--- src/rtl/alu_arbiter.sv ---
// -----------------------------------------------------------------------------
// alu_arbiter
//   Shares one external combinational ALU between two requesters. A request
//   is accepted in IDLE (round-robin on ties), its operands are latched and
//   held on the ALU inputs, the ALU result is captured one cycle later, and
//   the result is returned with a one-cycle done pulse to the owner.
//
//   Timeline for a grant at edge N:
//     edge N   : grant, operands latched, ack pulse (IDLE -> EXEC)
//     edge N+1 : alu_res/zero/overflow captured, done pulse (EXEC -> RESP)
//     edge N+2 : RESP -> IDLE
//     edge N+3 : earliest next grant
//
// Ports
//   clk, rst_n              clock, asynchronous active-low reset
//   req0, a0, b0, op0       requester 0 request and operation fields
//   req1, a1, b1, op1       requester 1 request and operation fields
//   ack0, ack1              one-cycle acceptance pulses
//   done0, done1            one-cycle result-valid pulses
//   res, zero, overflow     registered ALU result for the done owner
//   alu_A, alu_B, alu_op    drive the shared ALU (from latched operands)
//   alu_res, alu_zero,
//   alu_overflow            results returned by the shared ALU
//   busy                    high whenever the FSM is not in IDLE
// -----------------------------------------------------------------------------
module alu_arbiter #(
  parameter int W = 32
) (
  input  logic         clk,
  input  logic         rst_n,
  input  logic         req0,
  input  logic [W-1:0] a0,
  input  logic [W-1:0] b0,
  input  logic [2:0]   op0,
  input  logic         req1,
  input  logic [W-1:0] a1,
  input  logic [W-1:0] b1,
  input  logic [2:0]   op1,
  output logic         ack0,
  output logic         ack1,
  output logic         done0,
  output logic         done1,
  output logic [W-1:0] res,
  output logic         zero,
  output logic         overflow,
  output logic [W-1:0] alu_A,
  output logic [W-1:0] alu_B,
  output logic [2:0]   alu_op,
  input  logic [W-1:0] alu_res,
  input  logic         alu_zero,
  input  logic         alu_overflow,
  output logic         busy
);

  localparam logic [1:0] IDLE = 2'b00;
  localparam logic [1:0] EXEC = 2'b01;
  localparam logic [1:0] RESP = 2'b10;

  logic [1:0]   r_state;
  logic         r_last_gnt;   // index granted most recently
  logic         r_gnt;        // owner of the operation in flight
  logic [W-1:0] r_a;
  logic [W-1:0] r_b;
  logic [2:0]   r_op;
  logic [W-1:0] r_res;
  logic         r_zero;
  logic         r_ovf;
  logic         r_ack0;
  logic         r_ack1;
  logic         r_done0;
  logic         r_done1;

  logic         w_any_req;
  logic         w_pick1;

  // Requester 1 wins when it is alone, or when both ask and 0 was served last.
  assign w_any_req = req0 | req1;
  assign w_pick1   = req1 & (~req0 | ~r_last_gnt);

  // The ALU always sees the latched operands, so requester inputs never leak
  // onto the shared bus and a requester may change its fields after ack.
  assign alu_A    = r_a;
  assign alu_B    = r_b;
  assign alu_op   = r_op;

  assign ack0     = r_ack0;
  assign ack1     = r_ack1;
  assign done0    = r_done0;
  assign done1    = r_done1;
  assign res      = r_res;
  assign zero     = r_zero;
  assign overflow = r_ovf;
  assign busy     = (r_state != IDLE);

  always_ff @(posedge clk or negedge rst_n) begin
    if (!rst_n) begin
      r_state    <= IDLE;
      r_last_gnt <= 1'b1;     // makes requester 0 win the first tie
      r_gnt      <= 1'b0;
      r_a        <= '0;
      r_b        <= '0;
      r_op       <= 3'b000;
      r_res      <= '0;
      r_zero     <= 1'b0;
      r_ovf      <= 1'b0;
      r_ack0     <= 1'b0;
      r_ack1     <= 1'b0;
      r_done0    <= 1'b0;
      r_done1    <= 1'b0;
    end else begin
      // Pulses default low; each is raised for exactly one cycle below.
      r_ack0  <= 1'b0;
      r_ack1  <= 1'b0;
      r_done0 <= 1'b0;
      r_done1 <= 1'b0;
      case (r_state)
        IDLE: begin
          if (w_any_req) begin
            r_state    <= EXEC;
            r_gnt      <= w_pick1;
            r_last_gnt <= w_pick1;
            r_a        <= w_pick1 ? a1  : a0;
            r_b        <= w_pick1 ? b1  : b0;
            r_op       <= w_pick1 ? op1 : op0;
            r_ack0     <= ~w_pick1;
            r_ack1     <= w_pick1;
          end
        end
        EXEC: begin
          // Done is registered here so it is high for the whole RESP cycle,
          // together with the freshly captured result.
          r_res   <= alu_res;
          r_zero  <= alu_zero;
          r_ovf   <= alu_overflow;
          r_done0 <= ~r_gnt;
          r_done1 <= r_gnt;
          r_state <= RESP;
        end
        RESP: begin
          r_state <= IDLE;
        end
        default: begin
          r_state <= IDLE;
        end
      endcase
    end
  end

endmodule

--- config.mk ---
export PLATFORM = sky130hd
export DESIGN_NAME = alu_arbiter
export DESIGN_NICKNAME = d
export VERILOG_FILES = /design/src/rtl/alu_arbiter.sv
export SDC_FILE = /design/constraint.sdc
export NUM_CORES = 1
export LEC_CHECK = 0
export BUFFER_PORTS_ARGS = -buffer_cell sky130_fd_sc_hd__buf_2
export CAP_MARGIN = 20
export CORE_MARGIN = 1.5
export CORE_UTILIZATION = 40
export DETAILED_ROUTE_END_ITERATION = 7
export GPL_TIMING_DRIVEN = 0
export PLACE_DENSITY_LB_ADDON = 0.05
export SYNTH_ARGS = -nofsm -noshare
export SYNTH_HDL_FRONTEND = slang
export SYNTH_SLANG_ARGS = --single-unit
--- constraint.sdc ---
create_clock -name clk -period 4 [get_ports clk]
set_input_delay 0.8 -clock clk [delete_from_list [all_inputs] [get_ports clk]]
set_output_delay 0.8 -clock clk [all_outputs]
set_load 0.01 [all_outputs]
==> results of run 1 <==
-- cells in the mapped netlist, drive strengths merged --
master,number,area [sq um]
inv,3,11.3
a221o,52,521
nor2,4,22.5
a21boi,1,11.3
clkbuf,13,50.0
clkinv,1,3.75
or2,1,6.26
and3,53,332
nand2b,2,12.5
o22ai,1,6.26
buf,24,169
nand2,133,507
a21oi,15,75.1
a21bo,1,10.0
dfrtp,108,2700
a21o,1,7.51
a31oi,15,93.8
dfstp,1,26.3
-- logic make-up (layout without fill, tap and decap cells) --
group,Yosys count,after routing
other,0,1
AND/OR/NAND/NOR,193,193
flip-flops,109,109
AO/OA/AOI/OAI,86,86
buffers and inverters,41,335
-- routing by layer --
metal / routed length (um) / GRT usage (%) / up-vias
met4: 375 / 10.2 / 0
met1: 5650 / 27.2 / 2058
li1: - / - / 2100
met3: 1320 / 6.88 / 24
met5: 0 / 0 / -
met2: 6720 / 37.7 / 191
-- worst max-delay path, stage by stage, from the launching register on --
cell	delay (ps)
dfrtp_1	400
nor2_4	240
clkbuf_2	250
buf_4	200
inv_1	70
buf_2	140
-- through the flow --
stage	hold WS, ps	total power (W)	cell area (sq um)
6_report	437	0.00522	6480
5_1_grt	456	0.00563	6480
4_1_cts	447	0.00528	6480
3_5_place_dp	426	0.00430	6160
3_3_place_gp	423	0.00426	6130
2_1_floorplan	403	0.00331	4570
-- power by group through the flow --
stage | Combinational, W | Clock, W | Sequential [W]
detailed placement | 0.00236 | 0 | 0.00194
global route | 0.00261 | 0.00102 | 0.00200
finish | 0.00234 | 0.000957 | 0.00193
floorplan | 0.00113 | 0 | 0.00218
global placement | 0.00233 | 0 | 0.00193
CTS | 0.00237 | 0.000987 | 0.00193
-- worst max path at each step --
stage | end | depth (start not counted) | startpoint
after CTS | busy | 5 | r_state[1]$_DFFE_PN0P_
after detailed placement | busy | 5 | r_state[1]$_DFFE_PN0P_
final | busy | 5 | r_state[1]$_DFFE_PN0P_
after global placement | res[20]$_DFFE_PN0N_ | 1 | rst_n
after global routing | busy | 5 | r_state[1]$_DFFE_PN0P_
after floorplan | alu_A[6]$_DFFE_PN0P_ | 5 | req1
-- registers in the layout, indices dropped and copies added, names as in the netlist, 2 cells and up --
name and count:
alu_A 32, alu_B 32, alu_op 3, r_state 2
res 32
-- cell type report --
cell class / count / area (sq um)
fillers: 1027 / 4500
flip-flops and latches: 109 / 2730
multi-input cells: 279 / 1600
repair buffers: 278 / 1420
clock buffers: 9 / 225
plain buffers: 37 / 219
well taps: 140 / 175
clock inverters: 7 / 98.8
inverters: 4 / 15.0
diodes: 1 / 2.50
==> results.sh, run 1 <==
export IMPL_status="completed"
export IMPL_leakagePower_nw=3.68
export IMPL_place_gp_congestion=0.773
export IMPL_reg2reg_depth=5
export IMPL_drive_gt1_share_pct=44.8
export IMPL_worst_slew_pin_slew_ps=690
export IMPL_final_setup_worst_slack_ps=1550
export IMPL_tns_ps=0
export IMPL_drt_first_iter_violations=257
export IMPL_fmax_ghz=0.407
export IMPL_worstReg2RegStart="r_last_gnt$_DFFE_PN1P_"
export IMPL_io_buffers=277
export IMPL_cts_tree="built"
export IMPL_dp_hpwl_um=10600
export IMPL_p_switching_w=0.00200
export IMPL_wl_per_cell_um=16.3
export IMPL_synth_adder_area_share_pct=0
export IMPL_synthMuxAreaShare_pct=0
export IMPL_pre_cts_ws_ps=1910
export IMPL_postSynthAreaPerCell_sq_um=10.6
export IMPL_seq_area_frac_synth_pct=59.8
export IMPL_drtPass1Iterations=4
export IMPL_synth_top_family_by_area="simple AND/OR/NAND/NOR gates"
export IMPL_endpoint_kind="output port"
export IMPL_final_util_pct=59.0
export IMPL_antenna_found_initial=1
export IMPL_drc_errors=0
export IMPL_placed_cells=847
export IMPL_slew_viol_final=0
export IMPL_die_y_um=110
export IMPL_period_share_pct=61.4
export IMPL_grtUsageTotal_pct=22.8
export IMPL_yosysWarnings=0
export IMPL_area_growth_pct=42.0
export IMPL_crit_type="flip-flop to output port"
export IMPL_synthCells=429
export IMPL_layout_common_cells="buf_2 (288), nand2_1 (132), dfrtp_1 (108), and3_1 (53), a221o_1 (52)"
export IMPL_grt_pass1_wl_um=20700
export IMPL_hold_viol=0
export IMPL_cts_sinks=109
export IMPL_worstHoldStart="r_gnt$_DFFE_PN0P_"
export IMPL_vias=4373
export IMPL_clk_pin_slew_worst_paths_ps=70
export IMPL_max_slew_margin_pct=54.0
export IMPL_fin_crit_ps=2450
export IMPL_ctsResizeCount=0
export IMPL_ant_nets=0
export IMPL_fp_coreArea_sq_um=11000
export IMPL_synth_simple_gate_area_share_pct=19.3
export IMPL_hold_depth=1
export IMPL_cp_start_kind="flip-flop"
export IMPL_worstPathMaxFanout=10
export IMPL_start_util_pct=41.6
export IMPL_numCtsBuffers=9
export IMPL_regToRegSetupSlack_ps=2330
export IMPL_worstSkewPairLatency_ps=340
export IMPL_synth_seq_cells=109
export IMPL_clk_path_buf_depth=2
export IMPL_synth_cell_types=25
export IMPL_dieArea_sq_um=12100
export IMPL_synth_area_sq_um=4570
export IMPL_internal_power_w=0.00322
export IMPL_crit_required_ps=3200
export IMPL_power_frac_comb_pct=44.7
export IMPL_rsz0062_at_grt="no"
export IMPL_hold_buffers=0
export IMPL_die_x_um=110
export IMPL_nets=890
export IMPL_p_sw_share_pct=38.3
export IMPL_vias_per_cell=5.06
export IMPL_clockRootBuffer="clkbuf_16"
export IMPL_hold_class="flip-flop to flip-flop"
export IMPL_rows=38
export IMPL_grt_pass1_vias=4179
export IMPL_reg2reg_to="alu_A[16]$_DFFE_PN0P_"
export IMPL_synth_compound_area_share_pct=15.9
export IMPL_setup_viol=0
export IMPL_arrival_ps=1650
export IMPL_grt_max_degree=59
export IMPL_cts_htree_levels=3
export IMPL_fin_cells=864
export IMPL_mostFrequentLayoutCell="buf_2"
export IMPL_ios=278
export IMPL_maxCapViolations=0
export IMPL_skew_ps=4.34
export IMPL_p_per_area_nw_per_um2=805
export IMPL_sequentialPowerShare_pct=36.9
export IMPL_synth_net_count=601
export IMPL_drt_total_wl_um=14100
export IMPL_grt_overflow=0
export IMPL_min_delay_worst_endpoint="done0$_DFF_PN0_"
export IMPL_peakVddDrop_uv=388
export IMPL_cts_setup_buffers=0
export IMPL_synthXorXnorAreaFrac_pct=0
export IMPL_pwr_share_clk_pct=18.3
No activity file was read; power rests on OpenSTA's default activity.
==> run 2, diff against run 1 <==
CORE_UTILIZATION = 39   (was 40)
clock period = 2 ns   (was 4 ns; I/O delays follow)
==> run 2 against run 1 <==
  * Highest routed layer unchanged
  * Critical endpoint unchanged
  * Clock power is 93% higher
  * Sequential share of layout area hardly changed
  * Clock skew rose by 1.5 ps
  * Critical path depth stayed put
==> results.sh, run 2 (same netlist as run 1, synthesis figures left out) <==
export IMPL_tns_ps=0
export IMPL_grt_max_degree=57
export IMPL_leakagePower_nw=3.68
export IMPL_layout_common_cells="buf_2 (288), nand2_1 (132), dfrtp_1 (108), and3_1 (53), a221o_1 (52)"
export IMPL_crit_path_max_incr_delay_ps=410
export IMPL_io_buffers=277
export IMPL_vias=4365
export IMPL_arrival_ps=1500
export IMPL_reg2reg_to="alu_A[19]$_DFFE_PN0P_"
export IMPL_drt_first_iter_violations=201
export IMPL_die_x_um=111
export IMPL_path_delay_family="buffers and inverters"
export IMPL_reg2reg_depth=5
export IMPL_cts_sinks=109
export IMPL_antennaDiodeCount=0
export IMPL_skew_ps=5.86
export IMPL_crit_slowest_cell="dfrtp_1"
export IMPL_place_gp_congestion=0.790
export IMPL_rsz0062_at_grt="no"
export IMPL_hold_viol=0
export IMPL_postPlaceCellArea_sq_um=6160
export IMPL_numCtsBuffers=9
export IMPL_crit_required_ps=1600
export IMPL_final_setup_worst_slack_ps=103
export IMPL_die_y_um=111
export IMPL_drt_total_wl_um=13800
export IMPL_mostFrequentLayoutCell="buf_2"
export IMPL_dp_hpwl_um=10400
export IMPL_cp_num_buf_inv=4
export IMPL_cp_cell_sequence="nor2_4 > clkbuf_4 > buf_4 > inv_1 > buf_2"
export IMPL_ios=278
export IMPL_max_slew_margin_pct=53.1
export IMPL_slew_viol_final=0
export IMPL_drive_gt1_share_pct=44.9
export IMPL_rows=39
export IMPL_period_share_pct=94.9
export IMPL_peakVddDrop_uv=813
export IMPL_clk_path_buf_depth=2
export IMPL_vias_per_cell=5.03
export IMPL_area_growth_pct=41.9
export IMPL_start_util_pct=40.0
export IMPL_ant_nets=0
export IMPL_fin_crit_ps=1900
export IMPL_placed_cells=850
export IMPL_wl_per_cell_um=15.9
export IMPL_drtPass1Iterations=4
export IMPL_cp_start_kind="flip-flop"
export IMPL_fin_cells=867
export IMPL_pre_cts_ws_ps=271
export IMPL_hold_ws_ps=85.6
export IMPL_worst_slew_pin_slew_ps=704
export IMPL_grt_pass1_wl_um=22000
export IMPL_grt_pass1_vias=4334
export IMPL_hold_buffers=0
export IMPL_maxCapViolations=0
export IMPL_status="completed"
export IMPL_crit_type="flip-flop to output port"
export IMPL_nets=891
export IMPL_grtUsageTotal_pct=22.5
export IMPL_worstPathMaxFanout=10
export IMPL_drc_errors=0
export IMPL_cts_tree="built"
export IMPL_hold_class="primary input to async pin"
export IMPL_clockRootBuffer="clkbuf_16"
export IMPL_stdcell_area_sq_um=6480
export IMPL_worstReg2RegStart="r_last_gnt$_DFFE_PN1P_"
export IMPL_regToRegSetupSlack_ps=380
export IMPL_endpoint_kind="output port"
export IMPL_dieArea_sq_um=12400
export IMPL_setup_viol=0
export IMPL_antenna_found_initial=1
export IMPL_fp_coreArea_sq_um=11400
export IMPL_cts_htree_levels=3
export IMPL_p_per_area_nw_per_um2=1600
export IMPL_fmax_ghz=0.527
export IMPL_fillers=1101
export IMPL_grt_overflow=0
export IMPL_clk_pin_slew_worst_paths_ps=70
export IMPL_worstSkewPairLatency_ps=360
run 2: changes by cell type in the layout (fill, tap and decap cells not counted), sizes merged:
cell / before / now
clkinv: 4 / 2
bufinv: 2 / 1
inv: 4 / 6
diode: 1 / 0
buf: 302 / 303
clkinvlp: 1 / 2
run 2: power breakdown:
group / internal, W / switching, W
Combinational: 0.00207 / 0.00262
Clock: 0.000991 / 0.000857
Sequential: 0.00330 / 0.000563
Total: 0.00636 / 0.00403
run 2: repair_timing:
action	in CTS	in global routing
setup buffers	1	0
resized for setup	0	2
pin swaps	1	0
setup endpoints to repair	1	1
run 2: how the worst max path moves through the flow:
stage,from,to,slack (ps),depth (start not counted)
floorplan,r_last_gnt$_DFFE_PN1P_,alu_A[6]$_DFFE_PN0P_,570,5
global placement,rst_n,res[18]$_DFFE_PN0N_,-740,1
detailed placement,r_state[1]$_DFFE_PN0P_,busy,270,5
CTS,r_state[0]$_DFFE_PN0P_,busy,30,5
global route,r_state[0]$_DFFE_PN0P_,busy,2,5
finish,r_state[0]$_DFFE_PN0P_,busy,100,5
run 2: layout make-up:
cell class	count	area, sq um	area share [%]
well taps	143	179	2.76
clock inverters	7	82.6	1.27
flip-flops and latches	109	2730	42.1
inverters	4	15.0	0.232
multi-input cells	279	1600	24.8
plain buffers	37	221	3.42
repair buffers	279	1420	22.0
clock buffers	9	225	3.48
run 2: metal layers:
metal	vias up	track usage [%]	wire (um)
li1	2102	-	-
met1	2057	27.1	5620
met2	181	37.6	6650
met3	25	6.78	1100
met4	0	9.54	384
met5	-	0	0
run 2: worst register-to-register path: cells and delay by family (launching register included):
family | cells | cell delay [ps]
flops | 1 | 570
buf+inv | 2 | 560
compound gates | 2 | 300
simple gates | 1 | 110
run 2: per-stage QoR:
stage	total power, W	util, %
final	0.0104	56.7
after global routing	0.0112	56.7
after CTS	0.0105	56.7
after detailed placement	0.00860	54.0
after global placement	0.00851	53.7
after floorplan	0.00663	-
